### src/rtl/alu_seq_unit_if.sv
// Request/response bundle for alu_seq_unit.
// The requester drives operands and the opcode and consumes the result;
// the unit drives the ready/valid returns, result, flags and busy.
interface alu_seq_unit_if #(
  parameter int N = 32
);
  logic         in_valid;
  logic         in_ready;
  logic [N-1:0] in0;
  logic [N-1:0] in1;
  logic [2:0]   func3;
  logic         sub;
  logic         muldiv;
  logic         out_valid;
  logic         out_ready;
  logic [N-1:0] out;
  logic [3:0]   flags;
  logic         busy;

  modport master (
    output in_valid, in0, in1, func3, sub, muldiv, out_ready,
    input  in_ready, out_valid, out, flags, busy
  );

  modport slave (
    input  in_valid, in0, in1, func3, sub, muldiv, out_ready,
    output in_ready, out_valid, out, flags, busy
  );
endinterface

### src/rtl/alu_seq_unit.sv
// Handshaked RV32I/RV64I ALU with registered result and flags.
// Optional iterative M-extension engine (radix-2 shift-add multiply,
// restoring divide) is built only when ALU_MULDIV_EN is defined; without it
// M-extension requests return zero with the zero flag set.
// FLAGS = {overflow, negative, carry, zero}.
module alu_seq_unit #(
  parameter int N = 32
) (
  input  logic          clk_i,
  input  logic          rst_i,
  alu_seq_unit_if.slave bus
);
  localparam int SHW = $clog2(N);
  localparam logic [N-1:0] MIN_NEG  = {1'b1, {(N-1){1'b0}}};
  localparam logic [N-1:0] ALL_ONES = {N{1'b1}};

  function automatic logic [N-1:0] cond_neg(input logic [N-1:0] v, input logic neg);
    return neg ? -v : v;
  endfunction

  function automatic logic [2*N-1:0] cond_neg2(input logic [2*N-1:0] v, input logic neg);
    return neg ? -v : v;
  endfunction

  function automatic logic [3:0] mk_flags(input logic [N-1:0] r, input logic c, input logic v);
    return {v, r[N-1], c, (r == '0)};
  endfunction

  logic [N-1:0] out_q, out_d;
  logic [3:0]   flags_q, flags_d;
  logic         out_valid_q, out_valid_d;
  logic         accept;

  logic                 sub_sel;
  logic [N-1:0]         add_b;
  logic [N:0]           sum;
  logic                 cout, c_msb, ovf, slt, sltu, cv_en;
  logic signed [N-1:0]  in0_s;
  logic [N-1:0]         sra_res;
  logic [SHW-1:0]       shamt;
  logic [N-1:0]         base_res;
  logic [N-1:0]         imm_res;
  logic [3:0]           imm_flags;

  assign accept = bus.in_valid && bus.in_ready;

  // SLT/SLTU share the subtractor with SUB; carry into the MSB is recovered
  // from the sum bit so one adder serves every compare and flag.
  assign sub_sel = (bus.func3 == 3'b000) ? bus.sub
                                         : ((bus.func3 == 3'b010) || (bus.func3 == 3'b011));
  assign add_b   = sub_sel ? ~bus.in1 : bus.in1;
  assign sum     = {1'b0, bus.in0} + {1'b0, add_b} + {{N{1'b0}}, sub_sel};
  assign cout    = sum[N];
  assign c_msb   = sum[N-1] ^ bus.in0[N-1] ^ add_b[N-1];
  assign ovf     = cout ^ c_msb;
  assign slt     = sum[N-1] ^ ovf;
  assign sltu    = ~cout;
  assign cv_en   = (bus.func3 == 3'b000);
  assign in0_s   = bus.in0;
  assign sra_res = in0_s >>> shamt;
  assign shamt   = bus.in1[SHW-1:0];

  // Base-op result for the current request
  always_comb begin
    base_res = '0;
    unique case (bus.func3)
      3'b000:  base_res = sum[N-1:0];
      3'b001:  base_res = bus.in0 << shamt;
      3'b010:  base_res = {{(N-1){1'b0}}, slt};
      3'b011:  base_res = {{(N-1){1'b0}}, sltu};
      3'b100:  base_res = bus.in0 ^ bus.in1;
      3'b101:  base_res = bus.sub ? sra_res : (bus.in0 >> shamt);
      3'b110:  base_res = bus.in0 | bus.in1;
      default: base_res = bus.in0 & bus.in1;
    endcase
  end

`ifdef ALU_MULDIV_EN
  typedef enum logic [1:0] {IDLE, MUL, DIV, FIX} state_t;

  state_t           state_q, state_d;
  logic [SHW-1:0]   cnt_q, cnt_d;
  logic [2*N-1:0]   acc_q, acc_d;
  logic [N-1:0]     opa_q, opa_d;
  logic [N-1:0]     opb_q, opb_d;
  logic             neg_q, neg_d;
  logic [2:0]       op_q, op_d;

  logic             is_div, a_sgn, b_sgn, a_neg, b_neg;
  logic             div_zero, div_ovf, div_special, start_eng;
  logic [N-1:0]     a_mag, b_mag, div_sp_res, fix_res;
  logic [N:0]       mul_sum, div_shift, div_trial;
  logic             div_qbit;
  logic [N-1:0]     div_rem;
  logic [2*N-1:0]   prod;

  // Operand signedness: DIV/REM and MULH/MULHSU treat rs1 as signed.
  assign is_div = bus.func3[2];
  assign a_sgn  = is_div ? ~bus.func3[0] : ((bus.func3[1:0] == 2'b01) || (bus.func3[1:0] == 2'b10));
  assign b_sgn  = is_div ? ~bus.func3[0] : (bus.func3[1:0] == 2'b01);
  assign a_neg  = a_sgn & bus.in0[N-1];
  assign b_neg  = b_sgn & bus.in1[N-1];
  assign a_mag  = cond_neg(bus.in0, a_neg);
  assign b_mag  = cond_neg(bus.in1, b_neg);

  // Divide-by-zero and MIN/-1 skip the engine and finish like a base op.
  assign div_zero    = (bus.in1 == '0);
  assign div_ovf     = ~bus.func3[0] && (bus.in0 == MIN_NEG) && (bus.in1 == ALL_ONES);
  assign div_special = div_zero || div_ovf;
  assign div_sp_res  = bus.func3[1] ? (div_zero ? bus.in0 : '0)
                                    : (div_zero ? ALL_ONES : MIN_NEG);
  assign start_eng   = bus.muldiv && !(is_div && div_special);

  // Shift-add step: add multiplicand into the high half, shift the pair right.
  assign mul_sum   = {1'b0, acc_q[2*N-1:N]} + (opa_q[0] ? {1'b0, opb_q} : '0);
  // Restoring step: shift next dividend bit into the remainder, try to subtract.
  assign div_shift = {acc_q[2*N-1:N], opa_q[N-1]};
  assign div_trial = div_shift - {1'b0, opb_q};
  assign div_qbit  = ~div_trial[N];
  assign div_rem   = div_qbit ? div_trial[N-1:0] : div_shift[N-1:0];

  // Sign correction and result selection in FIX
  assign prod    = cond_neg2(acc_q, neg_q);
  assign fix_res = op_q[2] ? cond_neg(op_q[1] ? acc_q[2*N-1:N] : acc_q[N-1:0], neg_q)
                           : ((op_q[1:0] == 2'b00) ? prod[N-1:0] : prod[2*N-1:N]);

  assign bus.in_ready = (state_q == IDLE) && (!out_valid_q || bus.out_ready);
  assign bus.busy     = (state_q != IDLE);
`else
  assign bus.in_ready = !out_valid_q || bus.out_ready;
  assign bus.busy     = 1'b0;
`endif

  // Result and flags loaded on the accept edge when no iteration is needed
  always_comb begin
    imm_res   = base_res;
    imm_flags = mk_flags(base_res, cv_en & cout, cv_en & ovf);
    if (bus.muldiv) begin
`ifdef ALU_MULDIV_EN
      imm_res   = div_sp_res;
      imm_flags = mk_flags(div_sp_res, 1'b0, 1'b0);
`else
      imm_res   = '0;
      imm_flags = 4'b0001;
`endif
    end
  end

`ifdef ALU_MULDIV_EN
  // Next-state: accept, engine iterations, and sign fix-up
  always_comb begin
    out_d       = out_q;
    flags_d     = flags_q;
    out_valid_d = out_valid_q;
    state_d     = state_q;
    cnt_d       = cnt_q;
    acc_d       = acc_q;
    opa_d       = opa_q;
    opb_d       = opb_q;
    neg_d       = neg_q;
    op_d        = op_q;
    if (out_valid_q && bus.out_ready) out_valid_d = 1'b0;
    unique case (state_q)
      IDLE: begin
        if (accept) begin
          if (start_eng) begin
            state_d = is_div ? DIV : MUL;
            cnt_d   = '0;
            acc_d   = '0;
            opa_d   = is_div ? a_mag : b_mag;
            opb_d   = is_div ? b_mag : a_mag;
            neg_d   = (is_div && bus.func3[1]) ? a_neg : (a_neg ^ b_neg);
            op_d    = bus.func3;
          end else begin
            out_d       = imm_res;
            flags_d     = imm_flags;
            out_valid_d = 1'b1;
          end
        end
      end
      MUL: begin
        acc_d = {mul_sum, acc_q[N-1:1]};
        opa_d = opa_q >> 1;
        cnt_d = cnt_q + SHW'(1);
        if (cnt_q == SHW'(N-1)) state_d = FIX;
      end
      DIV: begin
        acc_d = {div_rem, acc_q[N-2:0], div_qbit};
        opa_d = opa_q << 1;
        cnt_d = cnt_q + SHW'(1);
        if (cnt_q == SHW'(N-1)) state_d = FIX;
      end
      FIX: begin
        out_d       = fix_res;
        flags_d     = mk_flags(fix_res, 1'b0, 1'b0);
        out_valid_d = 1'b1;
        state_d     = IDLE;
      end
      default: state_d = IDLE;
    endcase
  end

  // Engine control state; reset aborts any iteration in flight
  always_ff @(posedge clk_i) begin
    if (rst_i) begin
      state_q <= IDLE;
      cnt_q   <= '0;
    end else begin
      state_q <= state_d;
      cnt_q   <= cnt_d;
    end
  end

  // Engine datapath registers, only meaningful while MUL/DIV/FIX
  always_ff @(posedge clk_i) begin
    acc_q <= acc_d;
    opa_q <= opa_d;
    opb_q <= opb_d;
    neg_q <= neg_d;
    op_q  <= op_d;
  end
`else
  // Next-state: every request completes on its accept edge
  always_comb begin
    out_d       = out_q;
    flags_d     = flags_q;
    out_valid_d = out_valid_q;
    if (out_valid_q && bus.out_ready) out_valid_d = 1'b0;
    if (accept) begin
      out_d       = imm_res;
      flags_d     = imm_flags;
      out_valid_d = 1'b1;
    end
  end
`endif

  // Output registers; held while the consumer stalls
  always_ff @(posedge clk_i) begin
    if (rst_i) begin
      out_valid_q <= 1'b0;
      out_q       <= '0;
      flags_q     <= '0;
    end else begin
      out_valid_q <= out_valid_d;
      out_q       <= out_d;
      flags_q     <= flags_d;
    end
  end

  assign bus.out_valid = out_valid_q;
  assign bus.out       = out_q;
  assign bus.flags     = flags_q;
endmodule
### src/flat_wrapper.sv
// flat-port wrapper written by rule: the top's interface ports become plain ports
module alu_seq_unit_flat 
#(
  parameter int N = 32
)
  (clk_i, rst_i, bus_in_valid, bus_in0, bus_in1, bus_func3, bus_sub, bus_muldiv, bus_out_ready, bus_in_ready, bus_out_valid, bus_out, bus_flags, bus_busy);
  alu_seq_unit_if #(.N(N)) bus_i ();
  input  logic clk_i;
  input  logic rst_i;
  input wire logic [$bits(bus_i.in_valid)-1:0] bus_in_valid;
  input wire logic [$bits(bus_i.in0)-1:0] bus_in0;
  input wire logic [$bits(bus_i.in1)-1:0] bus_in1;
  input wire logic [$bits(bus_i.func3)-1:0] bus_func3;
  input wire logic [$bits(bus_i.sub)-1:0] bus_sub;
  input wire logic [$bits(bus_i.muldiv)-1:0] bus_muldiv;
  input wire logic [$bits(bus_i.out_ready)-1:0] bus_out_ready;
  output wire logic [$bits(bus_i.in_ready)-1:0] bus_in_ready;
  output wire logic [$bits(bus_i.out_valid)-1:0] bus_out_valid;
  output wire logic [$bits(bus_i.out)-1:0] bus_out;
  output wire logic [$bits(bus_i.flags)-1:0] bus_flags;
  output wire logic [$bits(bus_i.busy)-1:0] bus_busy;
  assign bus_i.in_valid = bus_in_valid;
  assign bus_i.in0 = bus_in0;
  assign bus_i.in1 = bus_in1;
  assign bus_i.func3 = bus_func3;
  assign bus_i.sub = bus_sub;
  assign bus_i.muldiv = bus_muldiv;
  assign bus_i.out_ready = bus_out_ready;
  assign bus_in_ready = bus_i.in_ready;
  assign bus_out_valid = bus_i.out_valid;
  assign bus_out = bus_i.out;
  assign bus_flags = bus_i.flags;
  assign bus_busy = bus_i.busy;
  alu_seq_unit #(.N(N)) u_core (.clk_i(clk_i), .rst_i(rst_i), .bus(bus_i));
endmodule
### config.mk
export PLATFORM = sky130hd
export DESIGN_NAME = alu_seq_unit_flat
export DESIGN_NICKNAME = d
export VERILOG_FILES = /design/src/rtl/alu_seq_unit_if.sv /design/src/rtl/alu_seq_unit.sv /design/src/flat_wrapper.sv
export SDC_FILE = /design/constraint.sdc
export NUM_CORES = 1
export LEC_CHECK = 0
export BUFFER_PORTS_ARGS = -buffer_cell sky130_fd_sc_hd__clkbuf_2
export CAP_MARGIN = 30
export CORE_UTILIZATION = 40
export DETAILED_ROUTE_END_ITERATION = 8
export PLACE_DENSITY_LB_ADDON = 0.3
export RECOVER_POWER = 50
export SLEW_MARGIN = 25
export SYNTH_ARGS = -nofsm -noshare
export SYNTH_HDL_FRONTEND = slang
export SYNTH_SLANG_ARGS = --single-unit
### constraint.sdc
create_clock -name clk_i -period 5.95 [get_ports clk_i]
set_input_delay 0.8925 -clock clk_i [delete_from_list [all_inputs] [get_ports clk_i]]
set_output_delay 0.8925 -clock clk_i [all_outputs]
set_load 0.1 [all_outputs]
==> implementation parameters <==
Parameter                              Value

Run status
  Result of the run ... finished, violations left
  Violated checks ... max-capacitance violations, max-slew violations

Layout
  Layout cell share with drive strength beyond 1 ... 0.166
  Share of the core filled with cells in the final layout ... 0.449
  Number of nets at the end of the flow ... between 1.5k and 2k
  Fillers ... 2702
  Area added between synthesis and finish ... 8.98%

Timing
  Final-report setup violation count ... 0
  Post-route setup slack ... 0.655 ns
  Transition time of the tightest slew-check pin ... 1.51 ns
  Hold violation total from the final report ... 0
  Highest clock frequency the design can meet ... 189 MHz
  Final sum of negative setup slack ... 0 ns
  Slew Limit Headroom ... -0.00884
  Final Slew Violations ... 37
  Period utilisation layout ... 0.890
  RSZ-0062 raised after global routing ... false
  Min cycle time layout ... between 5 and 6 ns
  Worst Clk Skew ... 0.00405 ns

Clocking
  Number of clock buffers inserted by TritonCTS ... 5
  Post-cts repair resize count ... 0
  Post-CTS setup buffers ... 0
  Number of sinks driven by the clock tree ... 36
  Clock tree from TritonCTS ... built
  Buffer depth of the longest clock path ... 2
  Root buffer cell ... sky130_fd_sc_hd__clkbuf_16
  Hold buffer count at cts ... 0
  Clock-pin slew on the worst setup and hold paths ... 0.05 ns
  H-Tree Depth ... 2
  Clock latency on the worst-skew pair ... 0.28 ns

Route
  Antenna-violating nets left ... 0
  Initial DRC count ... 1320
  Vias post-DR ... 12.1k
  Vias/cell ... 6.79
  Average detailed-routed wire length per instance ... 28.4 um
  Aggregate routed wire length ... 50.5 mm
  Number of remaining DRC errors ... 0
  First-pass iteration count of the detailed router ... 5

Flow run
  Count of max-cap constraint violations ... 1

Hold path
  Hold path depth ... 2
  Type of the tightest min-delay check ... reg2reg

Floorplanning
  Core region area ... about 0.025 mm2
  Starting utilization of the core area ... 0.412
  Horizontal extent of the die ... between 150 and 200 um
  Boundary pin count ... 112
  Number of placement rows ... 58
  Die outline height ... approximately 160 um
  Full die area ... 0.0269 mm2

Logic synthesis
  FFs w/ async S/R, synth ... 0
  Share of the synthesized area in the top cell type ... 0.118
  Net Count, Synth ... 1593
  Number of warnings reported in the yosys synthesis log ... 0
  Post-Synthesis Cells ... 1420
  Number of enable-type register cells in the synthesized netlist ... 0
  Post-Syn Area per Cell ... 7.39 um2
  Most used standard cell by instance count after synthesis ... sky130_fd_sc_hd__nor2_1
  Fraction of the yosys area taken by sequential cells ... 0.0687
  Top post-synthesis cells by count ... sky130_fd_sc_hd__nor2_1, sky130_fd_sc_hd__a21oi_1, sky130_fd_sc_hd__nand2_1
  Main area contributors after synthesis ... sky130_fd_sc_hd__ha_1, sky130_fd_sc_hd__mux4_2, sky130_fd_sc_hd__dfxtp_1
  Cell area after synthesis ... 0.0105 mm2
  Yosys top cell by area ... sky130_fd_sc_hd__ha_1
  Distinct cells, synth ... 91
  Number of synthesized register bits ... 36
  Most used flip-flop cell after synthesis ... sky130_fd_sc_hd__dfxtp_1

Placement
  Pre-CTS setup slack ... between 0.4 and 0.5 ns
  Final Wtd Congestion ... roughly 1.0
  Number of input and output port buffers inserted ... 110
  HPWL after detailed placement ... 39.5 mm

Global route
  Antenna violations before repair ... 2
  Global-route wire length before repair ... 73.8 mm
  Largest net degree at the start of global routing ... 63
  Global-route usage over all layers ... 0.372
  Vias in the first global route ... about 11k
  Grt total ovfl ... 0

Worst setup path
  Worst setup SP type ... primary input
  Sort of element at the end of the critical path ... register
  Type of the worst setup path ... in2reg
  Number of cell instances on the worst register-to-register path ... 10
  Worst EP required ... between 6 and 7 ns
  Data arrival time of the critical path ... 5.51 ns
  Maximum fanout encountered on the critical timing path ... 5

Power and ir drop
  Overall power after layout ... 1.77 mW
  Net switching share of the total power ... 0.509
  Switching power summed over all nets ... 901 uW
  Power Density ... approximately 150 mW/mm2
  Peak ir drop on the vdd network ... 0.289 mV
  Internal power ... 868 uW
  Combinational power share ... 0.687
  Proportion of power drawn by flip-flops and latches ... 0.146
  Static leakage ... between 4 and 5 nW
  Clock share of power ... 0.167
-- cell type report --
class	instances	area [um2]	share of cell area
antenna	2	5.00	0.000438
clock buffer	6	129	0.0113
clock inverter	2	35.0	0.00306
inverter	77	289	0.0253
multi-input combinational	1172	8940	0.782
sequential	36	721	0.0630
tap	330	413	0.0361
timing repair buffer	154	905	0.0791
-- flip-flops by register name, indices dropped and copies added (netlist names) --
signal	flops
u_core.bus.flags	4
u_core.bus.out	31
u_core.bus.out_valid	1
-- metal layers --
layer	vias up	wire, um	GRT usage
met1	5894	21100	0.491
met5	-	0	0
met3	129	4460	0.0616
met4	0	2420	0.175
li1	5377	-	-
met2	674	22500	0.590
-- cell usage in the layout, fill, tap and decap left out, types with 11 or more instances in the layout --
cell,instances
sky130_fd_sc_hd__a211oi_1,22
sky130_fd_sc_hd__o21ai_0,70
sky130_fd_sc_hd__dfxtp_1,36
sky130_fd_sc_hd__nand3_1,35
sky130_fd_sc_hd__o22ai_1,14
sky130_fd_sc_hd__nor3_1,26
sky130_fd_sc_hd__a22o_1,12
sky130_fd_sc_hd__a22oi_1,28
sky130_fd_sc_hd__ha_1,99
sky130_fd_sc_hd__and2_1,11
sky130_fd_sc_hd__mux4_2,48
sky130_fd_sc_hd__o221ai_1,11
sky130_fd_sc_hd__o21a_1,11
sky130_fd_sc_hd__nor2b_1,12
sky130_fd_sc_hd__mux2i_1,53
sky130_fd_sc_hd__nand2b_1,15
sky130_fd_sc_hd__o211ai_1,21
sky130_fd_sc_hd__nand4_1,14
sky130_fd_sc_hd__xnor2_1,38
sky130_fd_sc_hd__buf_4,42
sky130_fd_sc_hd__nor2_1,133
sky130_fd_sc_hd__nand2_1,115
sky130_fd_sc_hd__clkbuf_2,70
sky130_fd_sc_hd__mux2_2,42
sky130_fd_sc_hd__a31oi_1,12
sky130_fd_sc_hd__a21oi_1,130
sky130_fd_sc_hd__inv_1,72
sky130_fd_sc_hd__clkbuf_1,38
sky130_fd_sc_hd__o32ai_1,11
-- stage by stage --
step / cells / area, um2 / hold slack (ns)
global placement: 1769 / 11300 / 0.439
detailed placement: 1769 / 11300 / 0.445
global route: 1777 / 11400 / 0.499
finish: 1779 / 11400 / 0.448
floorplan: 1420 / 10500 / 0.884
CTS: 1777 / 11500 / 0.451
-- worst max-delay path, stage by stage --
cell	delay (ns)
sky130_fd_sc_hd__clkbuf_2	0.08
sky130_fd_sc_hd__nor2b_1	0.49
sky130_fd_sc_hd__o21ai_4	0.18
sky130_fd_sc_hd__xnor2_1	0.23
sky130_fd_sc_hd__inv_1	0.08
sky130_fd_sc_hd__fa_1	0.39
sky130_fd_sc_hd__nand2b_1	0.20
sky130_fd_sc_hd__a211oi_1	0.54
sky130_fd_sc_hd__o2111ai_1	0.36
sky130_fd_sc_hd__a311oi_1	0.41
sky130_fd_sc_hd__mux2i_1	0.12
sky130_fd_sc_hd__a22o_1	0.28
sky130_fd_sc_hd__or4_1	0.52
sky130_fd_sc_hd__nor4_1	0.25
sky130_fd_sc_hd__and4_1	0.26
sky130_fd_sc_hd__nand3_1	0.09
sky130_fd_sc_hd__a21oi_1	0.14
-- cells by family after synthesis --
family	share of synthesized area
adder cells (fa/ha/maj)	0.120
other	0.000357
AO/OA/AOI/OAI	0.286
XOR/XNOR	0.0401
AND/OR/NAND/NOR	0.197
multiplexers	0.207
buffers and inverters	0.0812
flip-flops	0.0687
-- power groups by stage --
| stage | registers [mW] | logic, mW | clock network, mW |
|---|---|---|---|
| after floorplan | 0.342 | 0.750 | 0 |
| after global placement | 0.263 | 1.18 | 0 |
| after detailed placement | 0.263 | 1.18 | 0 |
| after global routing | 0.260 | 1.29 | 0.311 |
| after CTS | 0.258 | 1.19 | 0.301 |
| final | 0.258 | 1.22 | 0.295 |
-- worst paths after layout --
| path | start | end | slack, ns |
|---|---|---|---|
| setup / recovery | bus_sub | u_core.bus.flags[0] | 0.65 |
| hold / removal | u_core.bus.out[26] | u_core.bus.out[26] | 0.45 |
| setup reg to reg | u_core.bus.out_valid | u_core.bus.flags[0] | 3.84 |
| hold reg to reg | u_core.bus.out[26] | u_core.bus.out[26] | 0.45 |
Note: power is estimated with default switching activity, not from simulation.
